==> src/rtl/grid_frame_buffer.sv <==
// Double-buffered 8x8 board store: game logic edits a back buffer, and a commit
// publishes it to the registered front buffer (Row1..Row8) on a frame_sync edge.
module grid_frame_buffer #(
  parameter logic [4:0] INIT_CODE  = 5'd0,
  parameter logic [4:0] CLEAR_CODE = 5'd0
) (
  input  logic        clk,
  input  logic        rst,
  input  logic        wr_valid,
  output logic        wr_ready,
  input  logic [2:0]  wr_row,
  input  logic [2:0]  wr_col,
  input  logic [4:0]  wr_code,
  input  logic        clear_req,
  input  logic        commit_req,
  input  logic        frame_sync,
  output logic        busy,
  output logic        commit_pending,
  output logic [7:0]  commit_count,
  output logic [39:0] Row1,
  output logic [39:0] Row2,
  output logic [39:0] Row3,
  output logic [39:0] Row4,
  output logic [39:0] Row5,
  output logic [39:0] Row6,
  output logic [39:0] Row7,
  output logic [39:0] Row8
);

  typedef enum logic [1:0] {
    IDLE      = 2'd0,
    CLEAR     = 2'd1,
    WAIT_SYNC = 2'd2
  } state_t;

  localparam logic [39:0] INIT_ROW  = {8{INIT_CODE}};
  localparam logic [39:0] CLEAR_ROW = {8{CLEAR_CODE}};

  state_t            state_q, state_d;
  logic [2:0]        clr_row_q, clr_row_d;
  logic              latch_q, latch_d;
  logic [7:0]        count_q, count_d;
  logic [7:0][39:0]  back_q, back_d;
  logic [7:0][39:0]  front_q, front_d;
  logic [5:0]        col_lsb;

  always_ff @(posedge clk or posedge rst) begin
    if (rst) begin
      state_q   <= IDLE;
      clr_row_q <= 3'd0;
      latch_q   <= 1'b0;
      count_q   <= 8'd0;
      back_q    <= {8{INIT_ROW}};
      front_q   <= {8{INIT_ROW}};
    end else begin
      state_q   <= state_d;
      clr_row_q <= clr_row_d;
      latch_q   <= latch_d;
      count_q   <= count_d;
      back_q    <= back_d;
      front_q   <= front_d;
    end
  end

  // A commit request seen during a clear is remembered so it fires once the clear ends.
  always_comb begin
    state_d   = state_q;
    clr_row_d = clr_row_q;
    latch_d   = latch_q;
    case (state_q)
      IDLE: begin
        if (clear_req) begin
          state_d   = CLEAR;
          clr_row_d = 3'd0;
          latch_d   = commit_req;
        end else if (commit_req) begin
          state_d = WAIT_SYNC;
        end
      end
      CLEAR: begin
        clr_row_d = clr_row_q + 3'd1;
        latch_d   = latch_q | commit_req;
        if (clr_row_q == 3'd7) begin
          state_d = (latch_q || commit_req) ? WAIT_SYNC : IDLE;
        end
      end
      WAIT_SYNC: begin
        if (frame_sync) begin
          state_d = IDLE;
          latch_d = 1'b0;
        end
      end
      default: begin
        state_d = IDLE;
        latch_d = 1'b0;
      end
    endcase
  end

  always_comb begin
    wr_ready       = (state_q == IDLE);
    busy           = (state_q != IDLE);
    commit_pending = (state_q == WAIT_SYNC) || ((state_q == CLEAR) && latch_q);
  end

  // Buffer datapath: writes only in IDLE, one cleared row per CLEAR cycle, whole-board copy on sync.
  always_comb begin
    back_d  = back_q;
    front_d = front_q;
    count_d = count_q;
    col_lsb = 6'(wr_col) * 6'd5;
    if (wr_valid && (state_q == IDLE)) begin
      back_d[wr_row][col_lsb +: 5] = wr_code;
    end
    if (state_q == CLEAR) begin
      back_d[clr_row_q] = CLEAR_ROW;
    end
    if ((state_q == WAIT_SYNC) && frame_sync) begin
      front_d = back_q;
      count_d = count_q + 8'd1;
    end
  end

  assign commit_count = count_q;
  assign Row1 = front_q[0];
  assign Row2 = front_q[1];
  assign Row3 = front_q[2];
  assign Row4 = front_q[3];
  assign Row5 = front_q[4];
  assign Row6 = front_q[5];
  assign Row7 = front_q[6];
  assign Row8 = front_q[7];

endmodule

==> config.mk <==
export PLATFORM = sky130hd
export DESIGN_NAME = grid_frame_buffer
export DESIGN_NICKNAME = d
export VERILOG_FILES = /design/src/rtl/grid_frame_buffer.sv
export SDC_FILE = /design/constraint.sdc
export NUM_CORES = 1
export LEC_CHECK = 0
export CAP_MARGIN = 10
export CORE_ASPECT_RATIO = 1.4
export CORE_MARGIN = 2
export CORE_UTILIZATION = 60
export DETAILED_ROUTE_END_ITERATION = 10
export PLACE_DENSITY_LB_ADDON = 0.1
export REMOVE_ABC_BUFFERS = 1
export SKIP_CTS_REPAIR_TIMING = 1
export SLEW_MARGIN = 40
export SYNTH_ARGS = -nofsm -noshare
export SYNTH_HDL_FRONTEND = slang
export SYNTH_SLANG_ARGS = --single-unit
==> constraint.sdc <==
create_clock -name clk -period 50.4 [get_ports clk]
set_input_delay 15.12 -clock clk [delete_from_list [all_inputs] [get_ports clk]]
set_output_delay 15.12 -clock clk [all_outputs]
set_load 0.01 [all_outputs]
# ---- Word level (Yosys, flattened, before mapping)
# Index checks and enable logic that the tools add are counted.
dict set report totals {
  reg_bits 654
  latchBits 0
  mem_bits_rw 0
  romBits 0
  in_bits 17
  word_cells 71
  memories 0
}
dict set report op_classes {
  n_addsub 3
  mul 1
  div 0
  n_lt_le_gt_ge 4
  eq_ne 7
  n_shift 2
  muxes 18
  n_bitwise 3
  reduce_logical 13
}
# op count
set op_table {}
lappend op_table {{320-bit two-way mux} 2}
lappend op_table {{320-bit AND} 1}
lappend op_table {{320-bit bitwise mux} 1}
lappend op_table {{320-bit NOT} 1}
lappend op_table {{40-bit demux with 3-bit select} 2}
lappend op_table {{40-bit two-way mux} 2}
lappend op_table {{5-bit by 8-bit variable shift with 40-bit output (first input constant)} 1}
lappend op_table {{5-bit by 8-bit indexed part select with 40-bit output} 1}
lappend op_table {{2-bit two-way mux} 5}
lappend op_table {{8-bit by 1-bit adder with 8-bit output (second input constant)} 1}
lappend op_table {{3-bit by 4-bit < comparator with 1-bit output (second input constant)} 2}
lappend op_table {{6-bit negator with 8-bit output} 1}
lappend op_table {{3-bit by 1-bit >= comparator with 1-bit output (second input constant)} 2}
lappend op_table {{3-bit by 3-bit multiplier with 6-bit output (second input constant)} 1}
lappend op_table {{2-bit one-hot mux with 3 select lines} 1}
lappend op_table {{3-bit one-hot mux with 2 select lines} 1}
lappend op_table {{1-bit logical AND} 5}
lappend op_table {{2-bit inequality test (second input constant)} 2}
lappend op_table {{2-bit AND reduction} 2}
lappend op_table {{2-bit nonzero test} 2}
lappend op_table {{3-bit by 1-bit adder with 3-bit output (second input constant)} 1}
lappend op_table {{3-bit equality test (second input constant)} 1}
lappend op_table {{3-bit two-way mux} 1}
lappend op_table {{3-bit by 1-bit inequality test with 1-bit output (second input constant)} 1}
lappend op_table {{9 further kinds} 11}

# ---- Longest topological paths before layout
dict set report logic_depth {
  depth_word 9
  mapped_depth 10
  depth_no_buf 5
}

# ---- Worst setup path before layout
# OpenSTA, ideal clock, no wires.
dict set report synth_timing {
  kind {in2reg}
  startpoint {input port wr_col[0]}
  endpoint {register back_q[144] in the netlist's numbering}
  setup_time_ps 139
  t_arrival_ps 16860
  path_slack_ps 33401
  cell_stages 9
  n_path_buf 4
  path_cell_list {buf_2 > buf_6 > inv_1 > ha_1 > clkbuf_1 > nor4bb_1 > clkbuf_1 > o211ai_2 > mux2i_1}
}
# element line
set synth_lines {}
lappend synth_lines {{from (decl)} 12} ;# input logic [2:0] wr_col,
lappend synth_lines {{to (signal assigned)} 53} ;# back_q <= {8{INIT_ROW}};
lappend synth_lines {{to (signal assigned)} 60} ;# back_q <= back_d;
lappend synth_lines {{to (decl)} 43} ;# logic [7:0][39:0] back_q, back_d;

# ---- Worst setup path after layout
dict set report layout_timing {
  startpoint {input port frame_sync}
  endpoint {register front_q, in the netlist Row4[25]}
}
dict set report layout_between {
  elab_chain_cells 1
}
# element line
set layout_lines {}
lappend layout_lines {{from (decl)} 16} ;# input logic frame_sync,
lappend layout_lines {{1-bit logical AND} 118} ;# if ((state_q == WAIT_SYNC) && frame_sync) begin
lappend layout_lines {{to (signal assigned)} 54} ;# front_q <= {8{INIT_ROW}};
lappend layout_lines {{to (signal assigned)} 61} ;# front_q <= front_d;
lappend layout_lines {{to (decl)} 44} ;# logic [7:0][39:0] front_q, front_d;
# Every way passes these cells.
# A chain may end at the register's enable or synchronous reset.

==> impl_results.html <==
<table>
<tr><th>Metric</th><th>Value</th></tr>
<tr><th colspan="2">Status</th></tr>
<tr><td>Result of the run</td><td>finished clean</td></tr>
<tr><th colspan="2">Power</th></tr>
<tr><td>Sequential Power Share</td><td>between 40% and 50%</td></tr>
<tr><td>Internal power</td><td>around 1.3 mW</td></tr>
<tr><td>Leakage power</td><td>16.9 nW</td></tr>
<tr><td>Power density over cell area</td><td>~57 mW/mm²</td></tr>
<tr><td>Max rail drop VDD</td><td>between 0.04 and 0.05 mV</td></tr>
<tr><td>Net switching component of the power</td><td>between 0.6 and 0.7 mW</td></tr>
<tr><td>Combinational cell fraction of total power</td><td>32.4%</td></tr>
<tr><td>Switching share of power</td><td>~33%</td></tr>
<tr><td>Total power</td><td>about 1.9 mW</td></tr>
<tr><td>Power share of the clock group</td><td>24.4%</td></tr>
<tr><th colspan="2">CTS</th></tr>
<tr><td>CTS clk-pin slew, worst paths</td><td>~0.06 ns</td></tr>
<tr><td>Clk Latency, worst-skew pair</td><td>around 0.60 ns</td></tr>
<tr><td>Htree depth</td><td>2</td></tr>
<tr><td>Clock tree from TritonCTS</td><td>done</td></tr>
<tr><td>Clock Root Buffer</td><td>sky130_fd_sc_hd__clkbuf_16</td></tr>
<tr><td>Number of CTS-inserted buffers</td><td>59</td></tr>
<tr><td>Bufs on Longest Clock Path</td><td>3</td></tr>
<tr><td>Clock net sink count</td><td>about 650</td></tr>
<tr><th colspan="2">Die</th></tr>
<tr><td>Standard cell core area</td><td>roughly 0.046 mm²</td></tr>
<tr><td>Core Rows</td><td>93</td></tr>
<tr><td>Num ports</td><td>about 350</td></tr>
<tr><td>Initial core utilization</td><td>60.5%</td></tr>
<tr><td>Die outline height</td><td>approximately 260 µm</td></tr>
<tr><td>Die width</td><td>between 150 and 200 µm</td></tr>
<tr><td>Die area</td><td>0.0480 mm²</td></tr>
<tr><th colspan="2">Finish</th></tr>
<tr><td>Area growth from synthesis to final layout</td><td>21.4%</td></tr>
<tr><td>Post-layout net count</td><td>about 2400</td></tr>
<tr><td>Antenna diode instance count</td><td>0</td></tr>
<tr><td>Fraction of final layout cells sized beyond drive strength 1</td><td>between 20 and 25%</td></tr>
<tr><th colspan="2">Setup path</th></tr>
<tr><td>Worst path most repeated cell</td><td>sky130_fd_sc_hd__buf_4</td></tr>
<tr><td>Biggest fanout along the worst timing path</td><td>~70</td></tr>
<tr><td>Sort of element at the end of the critical path</td><td>register</td></tr>
<tr><td>Critical Path Slowest Stage Cell</td><td>sky130_fd_sc_hd__buf_4</td></tr>
<tr><td>Startpoint-to-endpoint class of the critical path</td><td>in -&gt; reg</td></tr>
<tr><td>Setup crit start kind</td><td>input pin</td></tr>
<tr><td>Critical path data arrival time</td><td>roughly 19 ns</td></tr>
<tr><td>Crit path required time</td><td>50.87 ns</td></tr>
<tr><td>Slowest cell delay on critical path</td><td>between 0.7 and 0.8 ns</td></tr>
<tr><td>Cell chain of the critical path</td><td>clkdlybuf4s50_1 &gt; and3b_4 &gt; buf_4 &gt; buf_12 &gt; buf_6 &gt; buf_4 &gt; mux2_2</td></tr>
<tr><th colspan="2">Synth</th></tr>
<tr><td>Number of enable flip-flop cells after synthesis</td><td>0</td></tr>
<tr><td>Post-synth top flop</td><td>sky130_fd_sc_hd__dfrtp_1</td></tr>
<tr><td>Flip-flop and latch count after synthesis</td><td>approximately 650</td></tr>
<tr><td>Yosys top cell area share</td><td>roughly 59%</td></tr>
<tr><td>Cells taking the most area after synthesis</td><td>sky130_fd_sc_hd__dfrtp_1 59%, sky130_fd_sc_hd__mux2_2 13%, sky130_fd_sc_hd__mux2i_1 12%</td></tr>
<tr><td>Netlist Area Pre-Place</td><td>~0.028 mm²</td></tr>
<tr><td>Avg Synthesized Cell Area</td><td>about 13 µm²</td></tr>
<tr><td>Register area share after synthesis</td><td>between 50% and 60%</td></tr>
<tr><td>Cell taking the most area after synthesis</td><td>sky130_fd_sc_hd__dfrtp_1</td></tr>
<tr><td>Distinct cell type count of the synthesized netlist</td><td>50</td></tr>
<tr><td>Synthesized instance count</td><td>2088</td></tr>
<tr><td>Synth warn</td><td>0</td></tr>
<tr><td>Share of async-settable or async-resettable flops after synthesis</td><td>100%</td></tr>
<tr><th colspan="2">Drt</th></tr>
<tr><td>Routed wire length per instance</td><td>23.2 µm</td></tr>
<tr><td>Routed wire length</td><td>roughly 70 mm</td></tr>
<tr><td>Total number of vias</td><td>around 18000</td></tr>
<tr><td>Final antenna-violating net count</td><td>0</td></tr>
<tr><td>Vias per inst</td><td>6.05</td></tr>
<tr><td>DRT iter0 DRCs</td><td>1094</td></tr>
<tr><td>DR pass1 iterations</td><td>5</td></tr>
<tr><td>Count of unresolved DRC violations after routing</td><td>0</td></tr>
<tr><th colspan="2">Global route</th></tr>
<tr><td>Number of antenna violations at the first check in global routing</td><td>0</td></tr>
<tr><td>Via count of the first global-routing pass</td><td>~19000</td></tr>
<tr><td>Total track usage</td><td>29.5%</td></tr>
<tr><td>Global-route wire length before repair</td><td>110 mm</td></tr>
<tr><td>Pin count of the biggest net entering global routing</td><td>145</td></tr>
<tr><td>Total congestion overflow</td><td>0</td></tr>
<tr><th colspan="2">Job</th></tr>
<tr><td>Number of maximum-capacitance violations</td><td>0</td></tr>
<tr><th colspan="2">Place</th></tr>
<tr><td>Gpl congestion</td><td>between 0.8 and 0.9</td></tr>
<tr><td>HPWL reported at the end of detailed placement</td><td>roughly 45 mm</td></tr>
<tr><td>Number of port buffers</td><td>around 350</td></tr>
<tr><th colspan="2">Worst hold path</th></tr>
<tr><td>HP Class</td><td>reg -&gt; reg</td></tr>
<tr><th colspan="2">STA</th></tr>
<tr><td>Max-slew violation count</td><td>0</td></tr>
<tr><td>Setup skew after layout</td><td>between 0.009 and 0.01 ns</td></tr>
<tr><td>Final Hold Vio Count</td><td>0</td></tr>
<tr><td>Setup repair after global routing missed its margin</td><td>no</td></tr>
<tr><td>Maximum achievable frequency</td><td>between 50 and 60 MHz</td></tr>
<tr><td>Worst slew margin</td><td>between 40% and 50%</td></tr>
<tr><td>Transition time at the pin with the least slew margin</td><td>between 0.8 and 0.9 ns</td></tr>
<tr><td>Final setup violation count</td><td>0</td></tr>
<tr><td>Final period utilization</td><td>~36%</td></tr>
<tr><td>Summed negative setup slack over all endpoints</td><td>0 ns</td></tr>
<tr><td>Post-layout min period</td><td>around 18 ns</td></tr>
</table>
## metrics by stage
stage | cell area, µm² | util (%) | hold WS (ns) | cells | setup WS, ns
floorplan | 26900 | - | 0.473 | 1895 | 16.95
global placement | 31400 | 68.4 | 0.462 | 2883 | 30.88
detailed placement | 31600 | 68.8 | 0.463 | 2889 | 31.13
CTS | 33600 | 73.3 | 0.473 | 2998 | 31.76
global route | 33700 | 73.4 | 0.502 | 3000 | 32.03
finish | 33700 | 73.4 | 0.471 | 3000 | 32.17
## flip-flops by register name, indices dropped and copies added (netlist names)
register,count
commit_count,8
back_q,320
Row4,40
state_q,2
latch_q,1
Row3,40
clr_row_q,3
Row5,40
Row8,40
Row2,40
Row6,40
Row7,40
Row1,40
## cell type report
| class | instances | area [µm²] |
|---|---|---|
| clock inverter | 21 | 259 |
| multi-input combinational | 1230 | 10600 |
| timing repair buffer | 379 | 3840 |
| tap | 617 | 772 |
| clock buffer | 88 | 1800 |
| inverter | 11 | 53.8 |
| sequential | 654 | 16400 |
| fill | 3089 | 12200 |
## cell usage after synthesis, types with 2 or more instances
library cell               number
sky130_fd_sc_hd__nor4b_2        3
sky130_fd_sc_hd__inv_1          9
sky130_fd_sc_hd__a21oi_1        2
sky130_fd_sc_hd__nor3b_1        2
sky130_fd_sc_hd__nand4b_2       8
sky130_fd_sc_hd__and4bb_2       2
sky130_fd_sc_hd__nand4_1       11
sky130_fd_sc_hd__buf_6          2
sky130_fd_sc_hd__nor4bb_1       2
sky130_fd_sc_hd__nand3_1        5
sky130_fd_sc_hd__and4_1         9
sky130_fd_sc_hd__and2_1         2
sky130_fd_sc_hd__nor4b_4        2
sky130_fd_sc_hd__nand2_1        8
sky130_fd_sc_hd__and3b_1        7
sky130_fd_sc_hd__a22o_1         2
sky130_fd_sc_hd__buf_2         56
sky130_fd_sc_hd__nand4_2       16
sky130_fd_sc_hd__nand2b_1       3
sky130_fd_sc_hd__clkinv_1       2
sky130_fd_sc_hd__o211a_1        2
sky130_fd_sc_hd__and3_1         6
sky130_fd_sc_hd__o211ai_2      22
sky130_fd_sc_hd__o21ai_0      431
sky130_fd_sc_hd__nor2b_1        6
sky130_fd_sc_hd__mux2i_1      320
sky130_fd_sc_hd__clkbuf_1     119
sky130_fd_sc_hd__buf_4         11
sky130_fd_sc_hd__mux2_2       322
sky130_fd_sc_hd__or2_2          2
sky130_fd_sc_hd__ha_1           6
sky130_fd_sc_hd__nor3_1         2
sky130_fd_sc_hd__o21ai_1        7
sky130_fd_sc_hd__xor2_1         5
sky130_fd_sc_hd__xnor2_1        3
sky130_fd_sc_hd__buf_1          4
sky130_fd_sc_hd__dfrtp_1      654
## path summary, 6_finish.rpt
kind | slack [ns] | cells past startpoint | startpoint | to
worst max-delay path | 32.17 | 7 | frame_sync | Row4[25]
worst min-delay path | 0.47 | 1 | commit_count[7] | commit_count[7]
worst max register to register | 46.26 | 6 | state_q[1] | Row4[25]
worst min register to register | 0.47 | 1 | commit_count[7] | commit_count[7]
max in group asynchronous | 32.54 | 6 | rst | Row3[26]
min in group asynchronous | 15.14 | 2 | rst | back_q[214]
## power groups by stage
stage	Combinational [mW]	Clock (mW)	Sequential (mW)
after floorplan	0.257	0	0.842
after global placement	0.593	0	0.832
after detailed placement	0.624	0	0.838
after CTS	0.628	0.478	0.832
after global routing	0.677	0.499	0.852
final	0.626	0.471	0.832
## cell usage in the layout (no fill, tap or decap), types with 3 or more instances in the layout
cell,instances
sky130_fd_sc_hd__and3b_1,6
sky130_fd_sc_hd__o21ai_1,7
sky130_fd_sc_hd__dfrtp_1,654
sky130_fd_sc_hd__inv_1,8
sky130_fd_sc_hd__and4_1,9
sky130_fd_sc_hd__buf_6,9
sky130_fd_sc_hd__o211ai_2,22
sky130_fd_sc_hd__nand4_2,16
sky130_fd_sc_hd__o21ai_0,431
sky130_fd_sc_hd__nor2b_2,3
sky130_fd_sc_hd__nand4b_2,8
sky130_fd_sc_hd__mux2_2,322
sky130_fd_sc_hd__clkdlybuf4s50_1,347
sky130_fd_sc_hd__clkbuf_1,10
sky130_fd_sc_hd__clkbuf_8,18
sky130_fd_sc_hd__and3_1,6
sky130_fd_sc_hd__buf_4,15
sky130_fd_sc_hd__nor2b_1,3
sky130_fd_sc_hd__clkinv_2,14
sky130_fd_sc_hd__clkbuf_16,61
sky130_fd_sc_hd__buf_12,7
sky130_fd_sc_hd__xnor2_1,3
sky130_fd_sc_hd__bufinv_16,6
sky130_fd_sc_hd__nand4_1,11
sky130_fd_sc_hd__mux2i_1,320
sky130_fd_sc_hd__nand2_1,7
sky130_fd_sc_hd__ha_1,5
sky130_fd_sc_hd__nand3_1,5
sky130_fd_sc_hd__nor4b_4,4
sky130_fd_sc_hd__xor2_1,4
## critical path: cells and delay by family
kind / cells / cell delay (ns)
buf+inv: 5 / 2.61
mux: 1 / 0.43
simple gates: 1 / 0.42
## logic make-up (layout without fill, tap and decap cells)
logic type | after synthesis | count (layout) | share of synthesized area [%]
flops | 654 | 654 | 59.0
mux | 642 | 642 | 24.6
compound gates | 470 | 470 | 9.19
buf+inv | 204 | 499 | 3.22
simple gates | 103 | 103 | 3.35
xor+xnor | 9 | 9 | 0.311
fa+ha+maj | 6 | 6 | 0.271
## metal layers
layer / vias up / share of wire, % / global-route usage [%]
li1: 8000 / - / -
met1: 9496 / 39 / 38.0
met2: 510 / 52 / 50.3
met3: 136 / 4.9 / 4.43
met4: 0 / 4.0 / 11.8
met5: - / 0 / 0
No activity file was read; power rests on OpenSTA's default activity.
==> edit: new RTL, config.mk and constraints unchanged <==
Reset style: synchronous (`rst`), changed in one clocked block.
--- a/src/rtl/grid_frame_buffer.sv
+++ b/src/rtl/grid_frame_buffer.sv
@@ -46,3 +46,3 @@
 
-  always_ff @(posedge clk or posedge rst) begin
+  always_ff @(posedge clk) begin
     if (rst) begin
Check against the original RTL: not settled (the Yosys comparison gave no result); the edit may change what the design does.
==> edit against the original RTL <==
Sequential share of layout area decreased by 5.6 points; sequential cell count unchanged; setup slack improved by 0.15 ns; first-iteration DRC count increased by 56%; design area decreased by 9.6%; synthesized area decreased by 10%; routed wire length decreased by 3.3%; die area decreased by 10%; critical endpoint is now back_q[291]; highest routed layer is now met5.
Power is not compared: it rests on default switching activity, and its combinational part moved more than twofold at a synthesized area within 25%.
==> edit: results (changes against the original RTL) <==
| Metric | Value |
|---|---|
| Largest net degree at the start of global routing | `212 (was 145)` |
| First-pass GRT wire length | `105200 um (was 110200 um)` |
| Multi-input comb cells | `1916 (was 1230)` |
| Grt met1 use | `36.53% (was 38.02%)` |
| Worst-case reg-to-reg path depth | `5 (was 6)` |
| Synth area leaders | `dfxtp_1 (53%), nand2_1 (10%), a21oi_1 (8.8%) (was dfrtp_1 (59%), mux2_2 (13%), mux2i_1 (12%))` |
| Mapped Cells | `2854 (was 2088)` |
| # Taps | `540 (was 617)` |
| Non-filler instance count after layout | `3629 (was 3000)` |
| Worst Setup EP | `back_q[291] (was Row4[25])` |
| Final nets | `3060 (was 2358)` |
| Post-DP HPWL | `43320 um (was 45320 um)` |
| Vias in the first global route | `20.08k (was 19.25k)` |
| CP Max Fanout | `16 (was 72)` |
| Num sequential | `654 (unchanged)` |
| Number of CTS-inserted buffers | `57 (was 59)` |
| Worst slack at placement | `31.73 ns (was 31.13 ns)` |
| Outcome | `complete, no violations (unchanged)` |
| Final worst-path cycle share | `35.88% (was 36.18%)` |
| Met3 WL | `4440 um (was 3422 um)` |
| Worst reg2reg startpoint | `state_q[0] (was state_q[1])` |
| Critical Path Max Stage Delay | `0.87 ns (was 0.73 ns)` |
| Design Power | `1026 uW` |
| GP Congestion | `0.8142 (was 0.8037)` |
| Inverters | `19 (was 11)` |
| Fraction of layout cells with a size suffix above 1 | `7.168% (was 22.07%)` |
| Grt met3 use | `5.235% (was 4.427%)` |
| Antenna cells | `6 (was 0)` |
| Met2 wire len | `33500 um (was 36100 um)` |
| Hold WS | `0.4522 ns (was 0.4708 ns)` |
| Buffering overhead | `12.65% (was 11.41%)` |
| Non-CTS buffers | `389 (was 379)` |
| Clock Buffer Count | `84 (was 88)` |
| Antenna violations before repair | `8 (was 0)` |
| Sequential-to-total area share from yosys stat | `52.59% (was 59.03%)` |
| Met2 Usage GRT | `52.47% (was 50.31%)` |
| Reg-to-reg endpoint | `commit_count[6] (was Row4[25])` |
| Max Used Layer | `met5 (was met4)` |
| Register area | `13090 um^2 (was 16370 um^2)` |
| Setup Skew | `0.01443 ns (was 0.009705 ns)` |
| Worst Hold Launch | `back_q[68] (was commit_count[7])` |
| Synth Flop Type | `dfxtp_1 (was dfrtp_1)` |
| Cell Area, Placed | `28340 um^2 (was 31560 um^2)` |
| FFs w/ async S/R, synth | `0% (was 100.0%)` |
| Number of fill cells | `3041 (was 3089)` |
| Post-synth cell types | `48 (was 50)` |
| DRT met1 WL | `26710 um (was 27290 um)` |
| Worst R2R Setup Slack | `47.63 ns (was 46.26 ns)` |
[edit: cell count changes after synthesis, sizes merged, moves of 95 or more]
cell	delta
a21oi	+437
dfrtp	-654
dfxtp	+654
mux2	-322
mux2i	-160
nand2	+674
nand3b	+108
nand4	+95
nor2	+217
o21ai	-433
[edit: worst reg2reg max path: stages (launching register included)]
cell	delay, ns
dfxtp_1	0.54
and3b_4	0.95
buf_6	0.67
nand4_1	0.24
xor2_1	0.18
nor2_1	0.05
[edit: logic make-up (layout without fill, tap and decap cells)]
family / Yosys count / after routing / share of synthesized area, %
buffers and inverters: 284 / 513 / 4.789
XOR/XNOR: 8 / 8 / 0.2814
flip-flops: 654 / 654 / 52.59
AO/OA/AOI/OAI: 520 / 520 / 12.34
adder cells (fa/ha/maj): 6 / 6 / 0.3015
multiplexers: 160 / 160 / 6.433
other: 0 / 6 / 0
AND/OR/NAND/NOR: 1222 / 1222 / 23.27
